## config.mk

```make
export PLATFORM = sky130hd
export DESIGN_NAME = dp_multicycle_ctrl
export DESIGN_NICKNAME = d
export VERILOG_FILES = /design/src/rtl/dp_multicycle_ctrl.sv
export SDC_FILE = /design/constraint.sdc
export NUM_CORES = 1
export LEC_CHECK = 0
export CAP_MARGIN = 20
export CORE_UTILIZATION = 46
export CTS_BUF_LIST = sky130_fd_sc_hd__clkbuf_4 sky130_fd_sc_hd__clkbuf_8 sky130_fd_sc_hd__clkbuf_16
export DETAILED_ROUTE_END_ITERATION = 6
export GPL_TIMING_DRIVEN = 0
export PLACE_DENSITY = 0.85
export SETUP_SLACK_MARGIN = 0.02
export SLEW_MARGIN = 30
export SYNTH_ARGS = -nofsm -noshare
export SYNTH_HDL_FRONTEND = slang
export SYNTH_SLANG_ARGS = --single-unit
```

## constraint.sdc

```tcl
create_clock -name clk -period 3.9 [get_ports clk]
set_input_delay 0.585 -clock clk [delete_from_list [all_inputs] [get_ports clk]]
set_output_delay 0.585 -clock clk [all_outputs]
set_load 0.05 [all_outputs]
```

## src/rtl/dp_multicycle_ctrl.sv

```systemverilog
// Multicycle control FSM (IDLE/DECODE/EXEC/MEM/WB) for the regfile/ALU/data-memory datapath.
// Optional CTRL_PERF_CNT_EN adds retired_cnt/trap_cnt performance counters.
module dp_multicycle_ctrl #(
  parameter logic [3:0] ALU_AND = 4'b0000,
  parameter logic [3:0] ALU_OR  = 4'b0001,
  parameter logic [3:0] ALU_ADD = 4'b0010,
  parameter logic [3:0] ALU_SUB = 4'b0110,
  parameter logic [3:0] ALU_SLT = 4'b0111,
  parameter logic [3:0] ALU_NOR = 4'b1100
) (
  input  logic        clk,
  input  logic        reset,
  input  logic        instr_valid,
  output logic        instr_ready,
  input  logic [31:0] instr_in,
  output logic [25:0] Instruction,
  output logic        RegDst,
  output logic        MemRead,
  output logic        MemWrite,
  output logic        MemToReg,
  output logic        ALUSrc,
  output logic        RegWrite,
  output logic [3:0]  ALUControl_Signal,
  input  logic        zero,
  input  logic        overflow,
  output logic        busy,
  output logic        done,
  output logic        branch_taken,
  output logic        illegal,
  output logic        ovf_trap
`ifdef CTRL_PERF_CNT_EN
  ,
  output logic [31:0] retired_cnt,
  output logic [15:0] trap_cnt
`endif
);

  typedef enum logic [2:0] {IDLE, DECODE, EXEC, MEM, WB} state_t;

  state_t      state_reg, state_next;
  logic [31:0] ir_reg;
  logic        ovf_reg;

  logic [5:0] opcode, funct;
  logic       funct_ok, is_rtype, is_addi, is_lw, is_sw, is_beq, legal, ovf_op;
  logic [3:0] r_alu;

  assign opcode      = ir_reg[31:26];
  assign funct       = ir_reg[5:0];
  assign Instruction = ir_reg[25:0];

  always_comb begin
    funct_ok = 1'b1;
    r_alu    = ALU_ADD;
    case (funct)
      6'b100000: r_alu = ALU_ADD;
      6'b100010: r_alu = ALU_SUB;
      6'b100100: r_alu = ALU_AND;
      6'b100101: r_alu = ALU_OR;
      6'b101010: r_alu = ALU_SLT;
      6'b100111: r_alu = ALU_NOR;
      default:   funct_ok = 1'b0;
    endcase
  end

  assign is_rtype = (opcode == 6'b000000) && funct_ok;
  assign is_addi  = (opcode == 6'b001000);
  assign is_lw    = (opcode == 6'b100011);
  assign is_sw    = (opcode == 6'b101011);
  assign is_beq   = (opcode == 6'b000100);
  assign legal    = is_rtype || is_addi || is_lw || is_sw || is_beq;
  // Only signed-arithmetic instructions can trap on overflow.
  assign ovf_op   = (is_rtype && (funct == 6'b100000 || funct == 6'b100010)) || is_addi;

  always_comb begin
    state_next        = state_reg;
    RegDst            = 1'b0;
    MemRead           = 1'b0;
    MemWrite          = 1'b0;
    MemToReg          = 1'b0;
    ALUSrc            = 1'b0;
    RegWrite          = 1'b0;
    ALUControl_Signal = 4'b0000;
    done              = 1'b0;
    illegal           = 1'b0;
    ovf_trap          = 1'b0;
    case (state_reg)
      IDLE: begin
        ALUControl_Signal = ALU_ADD;
        if (instr_valid) state_next = DECODE;
      end
      DECODE: begin
        if (legal) begin
          state_next = EXEC;
        end else begin
          illegal    = 1'b1;
          state_next = IDLE;
        end
      end
      EXEC: begin
        if (is_rtype) begin
          RegDst            = 1'b1;
          ALUControl_Signal = r_alu;
          state_next        = WB;
        end else if (is_beq) begin
          ALUControl_Signal = ALU_SUB;
          done              = 1'b1;
          state_next        = IDLE;
        end else begin
          ALUSrc            = 1'b1;
          ALUControl_Signal = ALU_ADD;
          state_next        = (is_lw || is_sw) ? MEM : WB;
        end
      end
      MEM: begin
        ALUSrc            = 1'b1;
        ALUControl_Signal = ALU_ADD;
        if (is_lw) begin
          MemRead    = 1'b1;
          state_next = WB;
        end else begin
          MemWrite   = 1'b1;
          done       = 1'b1;
          state_next = IDLE;
        end
      end
      WB: begin
        done       = 1'b1;
        RegWrite   = !ovf_reg;
        ovf_trap   = ovf_reg;
        state_next = IDLE;
        if (is_rtype) begin
          RegDst            = 1'b1;
          ALUControl_Signal = r_alu;
          MemToReg          = 1'b1;
        end else if (is_addi) begin
          ALUSrc            = 1'b1;
          ALUControl_Signal = ALU_ADD;
          MemToReg          = 1'b1;
        end else begin
          ALUSrc            = 1'b1;
          ALUControl_Signal = ALU_ADD;
          MemRead           = 1'b1;
        end
      end
      default: state_next = IDLE;
    endcase
    // Reset overrides the current state so no write can escape in the reset cycle.
    if (reset) begin
      state_next        = IDLE;
      RegDst            = 1'b0;
      MemRead           = 1'b0;
      MemWrite          = 1'b0;
      MemToReg          = 1'b0;
      ALUSrc            = 1'b0;
      RegWrite          = 1'b0;
      ALUControl_Signal = 4'b0000;
      done              = 1'b0;
      illegal           = 1'b0;
      ovf_trap          = 1'b0;
    end
  end

  assign instr_ready = (state_reg == IDLE) && !reset;
  assign busy        = (state_reg != IDLE);

  always_ff @(posedge clk) begin
    if (reset) begin
      state_reg    <= IDLE;
      ir_reg       <= 32'd0;
      branch_taken <= 1'b0;
      ovf_reg      <= 1'b0;
    end else begin
      state_reg <= state_next;
      if (state_reg == IDLE && instr_valid) begin
        ir_reg       <= instr_in;
        branch_taken <= 1'b0;
        ovf_reg      <= 1'b0;
      end
      if (state_reg == EXEC) begin
        if (is_beq) branch_taken <= zero;
        if (ovf_op) ovf_reg <= overflow;
      end
    end
  end

`ifdef CTRL_PERF_CNT_EN
  always_ff @(posedge clk) begin
    if (reset) begin
      retired_cnt <= 32'd0;
      trap_cnt    <= 16'd0;
    end else begin
      if (done) retired_cnt <= retired_cnt + 32'd1;
      if (illegal || ovf_trap) trap_cnt <= trap_cnt + 16'd1;
    end
  end
`endif

endmodule

```

==> summary.md, run 1 <==
| Metric | Value |
|---|---|
| Crit path launch type | primary input |
| Iter 0 DRT Violations | between 90 and 100 |
| Setup bufs post-CTS | 0 |
| CTS H-tree depth | 2 |
| Initial Utilization | 48.6% |
| Final TNS setup | 0 ps |
| Post-Synthesis Cells | 255 |
| Status | finished clean |
| Total grt overflow | 0 |
| Share of the yosys chip area belonging to registers | approximately 38% |
| Pre-antenna DRT Iters | 4 |
| Root Buffer | clkbuf_8 |
| Pins Over Slew Limit | 0 |
| Syn_nets | roughly 290 |
| FILL cells | 350 |
| Mapped cell area | between 1500 and 2000 um2 |
| Commonest cells post-synth | nand2_1 (73), a21oi_1 (37), dfxtp_1 (37) |
| Ant diodes | 0 |
| Relative slew slack | 65.7% |
| Max_cap viols | 0 |
| Die Area | 4520 um2 |
| Mean area per synthesized cell | approximately 7.7 um2 |
| RSZ-0062 raised after global routing | false |
| Critical path arrival | 2740 ps |
| CP bufs+invs | 3 |
| Nets | 377 |
| CP Capture Type | output pin |
| P_leak | 1.13 nW |
| Largest stage delay, worst path | 850 ps |
| Fin crit share | 85.3% |
| Layout cells sized above 1 | 15.9% |
| CTS Buffer Depth | 2 |
| Worst path most repeated cell | clkdlybuf4s50_1 |
| Clock Sinks | 37 |
| Seq cells post-synth | 37 |
| DIE WIDTH | 67.2 um |
| CORE AREA | 4030 um2 |
| Post-synth cell types | 45 |
| GPL Wtd Cong | 0.860 |
| Pwr/cell area | about 330 nW/um2 |
| Slowest CP cell | clkdlybuf4s50_1 |
| Clock transition at path regs | 70 ps |
| CTS tree | done |
| Tmin final | 3330 ps |
| Initial antenna violation count | 0 |
| Type of the worst setup path | primary input to output pin |
| Hpwl dp | 3.55 mm |
| Final wirelength | 4.72 mm |
| Row Count | 23 |
| I/O pins | 79 |
| Ys Warns | 0 |
| Max VDD drop | 248 uV |
| Number of global-route vias before repair | 1,773 |
| Hold/Removal Path Class | flip-flop to flip-flop |
| Global-route wire length before repair | 7.90 mm |
| Hold slack | 455 ps |
| Antenna viol nets, final | 0 |
| Worst slew pin tran | 513 ps |
| Number of synthesized flops with an enable pin | 0 |
| Total CTS buffers | 5 |
| CTS-repair resized insts | 0 |
| Share of the synthesized area in the top cell type | 37.9% |
| R2R Setup Slk | 2270 ps |
| Largest net degree at the start of global routing | 12 |
| DR WL/cell | 12.1 um |
| Number of flip-flops in the largest register | 32 |
| Port Buffers | between 70 and 80 |
| Top post-synthesis cells by area | dfxtp_1 (38%), nand2_1 (14%), buf_4 (11%) |
| Via Count | about 2,000 |
| Clk_lat worst skew | around 280 ps |
| WP data required | 3310 ps |
| Area growth, synth to finish | 47.7% |
| Height of the die | 67.2 um |
| Synth async-reset ratio | 0% |
| Gr usage total | 22.6% |
| Final setup viols | 0 |
| Count leader, synth | nand2_1 |
| Fmax achieved | 0.300 GHz |
| Cell family with most CP delay | buffers and inverters |
| Worst path cell trace | clkdlybuf4s50_1 > clkbuf_1 > or3_1 > o32ai_2 > clkdlybuf4s50_1 |
| Area leader, netlist | dfxtp_1 |
| Clock skew | between 3 and 4 ps |
| Primary FF master, synth | dfxtp_1 |
| DRC viols | 0 |
| Final hold vios | 0 |
| Via-to-Cell Ratio | 5.10 |
| Worst-path fanout max | 10 |
| Hold-fix buffers, CTS | 0 |
-- metrics by stage --
step                      cells  setup slack, ps  util [%]  area [um2]  total power [mW]
after global placement      383              610      69.5        2800             0.689
final                       390              572      71.7        2890             0.953
after global routing        390              471      71.7        2890              1.01
after CTS                   390              579      71.7        2890             0.962
after detailed placement    383              606      69.5        2800             0.693
after floorplan             255             70.3         -        1960             0.598
-- routing by layer --
layer  vias to the layer above  global-route usage [%]  share of wire (%)
met1                       926                    28.0                 42
li1                       1004                       -                  -
met4                         0                    5.32               0.49
met5                         -                       0                  0
met2                        56                    38.1                 51
met3                         4                    6.76                6.4
-- tightest hold or removal path, cell delays in order, from the launching register on --
cell	delay [ps]
dfxtp_1	310
nand2_1	50
a21oi_1	50
-- cell type report --
type,instances,area (um2),share of cell area [%]
Clock buffer,6,82.6,2.86
Buffer,42,274,9.48
Timing Repair Buffer,78,781,27.0
Clock inverter,1,7.51,0.260
Sequential cell,37,741,25.6
Multi-Input combinational cell,169,916,31.7
Inverter,7,26.3,0.909
Tap cell,50,62.6,2.16
-- layout by cell type (no fill, tap or decap), types with 2 or more instances in the layout --
cell type	n
buf_2	6
nand2b_1	3
dfxtp_1	37
a21oi_1	37
clkbuf_8	6
nand2_1	73
buf_4	29
nor4_1	2
clkdlybuf4s50_1	78
clkbuf_1	7
nand3b_1	3
nor3_1	5
inv_1	7
nor2_1	6
o32a_1	2
or3_1	4
nor2b_1	4
-- final timing paths --
path | startpoint | end | cells past startpoint
setup / recovery | reset | ALUControl_Signal[2] | 5
hold / removal | ir_reg[21] | ir_reg[21] | 2
setup reg to reg | state_reg[1] | ir_reg[3] | 6
hold reg to reg | ir_reg[21] | ir_reg[21] | 2
-- cells by family after synthesis --
group | count (synthesis) | share of synthesized area, %
AND/OR/NAND/NOR | 113 | 28.3
buffers and inverters | 49 | 15.3
flip-flops | 37 | 37.9
multiplexers | 1 | 0.575
AO/OA/AOI/OAI | 55 | 17.9
-- power breakdown --
group / switching, mW / internal (mW) / total, mW
combinational: 0.150 / 0.119 / 0.269
sequential: 0.0160 / 0.400 / 0.416
clock: 0.129 / 0.140 / 0.268
total: 0.295 / 0.658 / 0.953
(Power assumes the default switching activity.)
==> run 2, diff against run 1 <==
- CORE_UTILIZATION: 46 -> 43
- PLACE_DENSITY: 0.85 -> 0.8
- clock period: 3.9 -> 3.1 ns (I/O delays scaled with it)
==> summary.md, run 2 (synthesis results as in run 1) <==
| Metric | Value |
|---|---|
| Status | finished clean |
| Post-layout util | 66.8% (-4.9 points) |
| DR WL/cell | 12.0 um (-0.68%) |
| Clock transition at path regs | 60 ps (about the same) |
| Sequential fraction of design power | 43.5% (about the same) |
| Initial Utilization | 44.9% (-3.6 points) |
| Final hold vios | 0 (unchanged) |
| Hpwl dp | 3.54 mm (-0.26%) |
| DRC viols | 0 (unchanged) |
| Clk_lat worst skew | 280 ps (about the same) |
| Largest stage delay, worst path | 720 ps (-130 ps) |
| Sw frac | 30.3% (-0.58 points) |
| I/O pins | 79 (unchanged) |
| Fmax achieved | 0.335 GHz |
| WL met1 | 2.12 mm (+6.2%) |
| Clock power share | 28.3% (about the same) |
| Total grt overflow | 0 (unchanged) |
| Setup bufs post-CTS | 0 (unchanged) |
| Max VDD drop | 257 uV (+3.3%) |
| Met2 WL | 2.30 mm (-4.1%) |
| Worst-path fanout max | 10 (unchanged) |
| Total CTS buffers | 5 (unchanged) |
| RSZ-0062 raised after global routing | false |
| Initial antenna violation count | 0 (unchanged) |
| Crit path launch type | primary input |
| Relative slew slack | 65.6% (about the same) |
| CTS tree | done |
| Final setup viols | 0 (unchanged) |
| Number of flip-flops in the largest register | 32 (unchanged) |
| Gr usage total | 19.9% (-2.7 points) |
| Layout cells sized above 1 | 16.2% (+0.29 points) |
| CP Capture Type | output pin |
| Commonest non-fill, non-tap cell in the layout | nand2_1 |
| Height of the die | 69.5 um (+3.3%) |
| CORE AREA | 4350 um2 (+8.1%) |
| Port Buffers | 78 (unchanged) |
| Iter 0 DRT Violations | 83 (-14%) |
| Tmin final | 2990 ps |
| Clock Sinks | 37 (unchanged) |
| Area growth, synth to finish | 48.7% |
| Top sig layer | met4 |
| Root Buffer | clkbuf_8 |
| Via Count | 1,934 (-2.8%) |
| Post-route setup slack | 113 ps (-459 ps) |
| Antenna viol nets, final | 0 (unchanged) |
| DIE WIDTH | 69.5 um (+3.3%) |
| WP data required | 2630 ps (-680 ps) |
| Pwr/cell area | 413 nW/um2 (+25%) |
| Critical path arrival | 2520 ps (-220 ps) |
| CTS Buffer Depth | 2 (unchanged) |
| Power share of the combinational group | 28.2% (about the same) |
| Largest net degree at the start of global routing | 11 (-1) |
| Final wirelength | 4.72 mm (-0.17%) |
| CTS H-tree depth | 2 (unchanged) |
| GPL Wtd Cong | 0.864 (+0.47%) |
| Cell internal pwr | 0.838 mW (+27%) |
| DR WL met3 | 281 um (-7.6%) |
| P_leak | 1.26 nW (+11%) |
| FILL cells | 376 (+7.4%) |
| Fin crit share | 96.4% |
| Pre-antenna DRT Iters | 4 (unchanged) |
| Switching Power | 0.365 mW (+24%) |
| Type of the worst setup path | primary input to output pin |
| Via-to-Cell Ratio | 4.93 (-3.3%) |
| Row Count | 24 (+4.3%) |
| Worst slew pin tran | 514 ps (+0.412 ps) |
| Worst path cell trace | clkdlybuf4s50_1 > clkbuf_1 > clkbuf_1 > nor2_1 > clkdlybuf4s50_1 |
| Pins Over Slew Limit | 0 (unchanged) |
| Ant diodes | 0 (unchanged) |
| Setup WS pre-CTS | 54.5 ps (-552 ps) |
| Number of global-route vias before repair | 1,813 (+2.3%) |
| Nets | 377 (unchanged) |
| Final TNS setup | 0 ps (unchanged) |
| Clock skew | 6.63 ps (+3.08 ps) |
| Hold/Removal Path Class | flip-flop to flip-flop |
| Slowest CP cell | clkdlybuf4s50_1 |
| Global-route wire length before repair | 7.92 mm (+0.27%) |
| Max_cap viols | 0 (unchanged) |
| Commonest non-fill, non-tap cells in the layout | nand2_1 (73), clkdlybuf4s50_1 (71), a21oi_1 (37), dfxtp_1 (37), buf_4 (29) |
| Die Area | 4820 um2 (+6.8%) |
==> run 2: power by group through the flow <==
stage	Combinational, mW	Sequential (mW)	Clock (mW)
final	0.339	0.523	0.341
after CTS	0.340	0.523	0.358
after detailed placement	0.339	0.534	0
after floorplan	0.224	0.529	0
after global placement	0.336	0.533	0
after global routing	0.362	0.527	0.377
==> run 2: cell type report <==
type	count	area [um2]	area share, %
Inverter	7	26.3	0.903
Sequential cell	37	741	25.5
Buffer	42	275	9.46
Clock buffer	7	90.1	3.10
Timing Repair Buffer	78	795	27.3
Tap cell	52	65.1	2.24
Multi-Input combinational cell	169	917	31.5
==> run 2: through the flow <==
stage	area (um2)	std cells	hold WS, ps	power (mW)
4_1_cts	2890	392	457	1.22
5_1_grt	2910	392	478	1.27
3_3_place_gp	2800	385	442	0.868
3_5_place_dp	2800	385	447	0.873
2_1_floorplan	1960	255	437	0.753
6_report	2910	392	453	1.20
==> run 2: final timing paths <==
check               end  slack (ps)  depth (start not counted)         start
min reg2reg  ir_reg[21]         450                          2    ir_reg[21]
max                done         110                          5         reset
max reg2reg   ir_reg[0]        1470                          6  state_reg[2]
min          ir_reg[21]         450                          2    ir_reg[21]
==> run 2: critical path, delay by kind of cell <==
family                 cells  cell delay, ps
buffers and inverters      4            1960
AND/OR/NAND/NOR            1              90
==> run 2: timing repair <==
action                                  in CTS  in global routing
resized for setup                            1                  8
endpoints found under the setup margin       1                  9
hold buffers                                 0                  0
pin swaps                                    0                  0
endpoints found under the hold margin        0                  0
==> run 2: routing by layer <==
layer | GRT usage [%] | vias up
met4 | 5.22 | 0
met3 | 5.96 | 2
met1 | 24.8 | 878
li1 | - | 1001
met2 | 33.4 | 53
met5 | 0 | -
==> run 3, diff against run 2 <==
- CELL_PAD_IN_SITES_DETAIL_PLACEMENT: unset -> 1
- CELL_PAD_IN_SITES_GLOBAL_PLACEMENT: unset -> 2
- CORE_UTILIZATION: 43 -> 23
- PLACE_DENSITY: 0.8 -> unset
- PLACE_DENSITY_LB_ADDON: unset -> 0.1
==> summary.md, run 3 (synthesis results as in run 1) <==
| Metric | Value |
|---|---|
| Pins Over Slew Limit | 0 (unchanged) |
| Max VDD drop | 238 uV (-7.2%) |
| Relative slew slack | 65.6% (about the same) |
| Max_cap viols | 0 (unchanged) |
| Number of flip-flops in the largest register | 32 (unchanged) |
| Final wirelength | 5.79 mm (+23%) |
| Height of the die | 94.2 um (+36%) |
| Die Area | 8880 um2 (+84%) |
| WP data required | 2630 ps (about the same) |
| Iter 0 DRT Violations | 22 (-73%) |
| Gr usage total | 13.9% (-6.0 points) |
| Via-to-Cell Ratio | 4.37 (-11%) |
| Layout Cells excl Fill | 446 (+14%) |
| Final setup viols | 0 (unchanged) |
| RSZ-0062 raised after global routing | false |
| Final instance area | 3000 um2 (+3.2%) |
| GPL Wtd Cong | 0.756 (-13%) |
| I/O pins | 79 (unchanged) |
| Clock Sinks | 37 (unchanged) |
| Hold-fix buffers, CTS | 0 (unchanged) |
| CP Capture Type | output pin |
| Post-layout util | 36.5% (-30 points) |
| Pre-antenna DRT Iters | 4 (unchanged) |
| Register Area | 741 um2 (unchanged) |
| Root Buffer | clkbuf_8 |
| Hold/Removal Path Class | flip-flop to flip-flop |
| Hpwl dp | 4.36 mm (+23%) |
| Hold slack | 457 ps (+3.53 ps) |
| Setup bufs post-CTS | 0 (unchanged) |
| Total CTS buffers | 5 (unchanged) |
| Pwr/cell area | 434 nW/um2 (+5.1%) |
| Worst slew pin tran | 514 ps (+0.294 ps) |
| Fmax achieved | 0.338 GHz (+0.82%) |
| Multi-input gate area | 917 um2 (unchanged) |
| CORE AREA | 8220 um2 (+89%) |
| Via Count | 1,949 (+0.78%) |
| Type of the worst setup path | primary input to output pin |
| Layout cells sized above 1 | 16.7% (+0.54 points) |
| Slowest CP cell | clkdlybuf4s50_1 |
| Worst path most repeated cell | clkdlybuf4s50_1 |
| Fin crit share | 95.6% (-0.79 points) |
| DIE WIDTH | 94.2 um (+36%) |
| Tmin final | 2960 ps (-24.3 ps) |
| Final hold vios | 0 (unchanged) |
| CTS H-tree depth | 2 (unchanged) |
| Worst-path fanout max | 10 (unchanged) |
| Clk_lat worst skew | 290 ps (about the same) |
| FILL cells | 977 (+160%) |
| Status | finished clean |
| Setup WS pre-CTS | -40.5 ps (-95.0 ps) |
| Largest stage delay, worst path | 830 ps (+110 ps) |
| Antenna viol nets, final | 0 (unchanged) |
| Clock transition at path regs | 80 ps (+20 ps) |
| CTS Buffer Depth | 2 (unchanged) |
| Row Count | 33 (+38%) |
| Area growth, synth to finish | 53.5% |
| Stages on worst setup path | 5 (unchanged) |
| Ant diodes | 0 (unchanged) |
| RR Startpoint | state_reg[2] |
| Total grt overflow | 0 (unchanged) |
| Critical path startpoint | reset |
| Port Buffers | 78 (unchanged) |
| Critical path arrival | 2500 ps (-20 ps) |
| Global-route wire length before repair | 9.52 mm (+20%) |
| Commonest non-fill, non-tap cells in the layout | nand2_1 (73), clkdlybuf4s50_1 (68), a21oi_1 (37), dfxtp_1 (37), buf_4 (29) |
| Number of global-route vias before repair | 1,908 (+5.2%) |
| Initial antenna violation count | 0 (unchanged) |
| CP bufs+invs | 4 (unchanged) |
| Crit path launch type | primary input |
| Cell Area, Placed | 2870 um2 (+2.4%) |
| Nets | 377 (unchanged) |
| Critical path destination | ovf_trap |
| Tot Pwr | 1.30 mW (+8.5%) |
| Cell family with most CP delay | buffers and inverters |
| R2r endpoint | ir_reg[4] |
| P_leak | 1.29 nW (+2.5%) |
| Largest net degree at the start of global routing | 13 (+2) |
| Worst path cell trace | clkdlybuf4s50_1 > clkbuf_1 > clkbuf_2 > nor3b_1 > clkdlybuf4s50_1 |
| R2R Setup Slk | 1390 ps (-80 ps) |
| Final TNS setup | 0 ps (unchanged) |
| Clock skew | 6.90 ps (+0.265 ps) |
| DRC viols | 0 (unchanged) |
| Post-route setup slack | 137 ps (+24.3 ps) |
| Initial Utilization | 23.8% (-21 points) |
| R2R cell count | 6 (unchanged) |
| Cell Count Post-Placement | 438 (+14%) |
| DR WL/cell | 13.0 um (+8.0%) |
| Commonest non-fill, non-tap cell in the layout | nand2_1 |
| CTS tree | done |
run 3: report_power, final:
part	switching, mW	internal, mW
logic	0.194	0.149
registers	0.0209	0.502
clock network	0.187	0.251
run 3: tightest hold or removal path, stage by stage (launching register included):
cell and delay, ps:
dfxtp_1 310, nand2_1 50, a21oi_1 50
run 3: per-layer routing:
layer / track usage (%) / wire [um]
met2: 22.3 / 2610
met4: 5.00 / 60
met1: 17.8 / 2750
met5: 0 / 0
met3: 3.56 / 375
run 3: worst min path at each step:
stage                    start    endpoint  slack [ps]  cells past startpoint
finish              ir_reg[13]  ir_reg[13]         460                      2
global route        ir_reg[10]  ir_reg[10]         480                      2
CTS                 ir_reg[13]  ir_reg[13]         460                      2
detailed placement  ir_reg[13]  ir_reg[13]         450                      2
global placement    ir_reg[16]  ir_reg[16]         440                      2
floorplan           ir_reg[10]  ir_reg[10]         440                      2
run 3: layout make-up:
type | instances | share of cell area [%]
Inverter | 7 | 0.875
Buffer | 42 | 9.21
Timing Repair Buffer | 78 | 26.5
Tap cell | 105 | 4.38
Multi-Input combinational cell | 169 | 30.5
Clock inverter | 2 | 1.29
Clock buffer | 6 | 2.54
Sequential cell | 37 | 24.7
run 3: timing repair:
action                                  CTS  global route
hold endpoints to repair                  0             0
endpoints found under the setup margin    7             8
resized for setup                         5             8
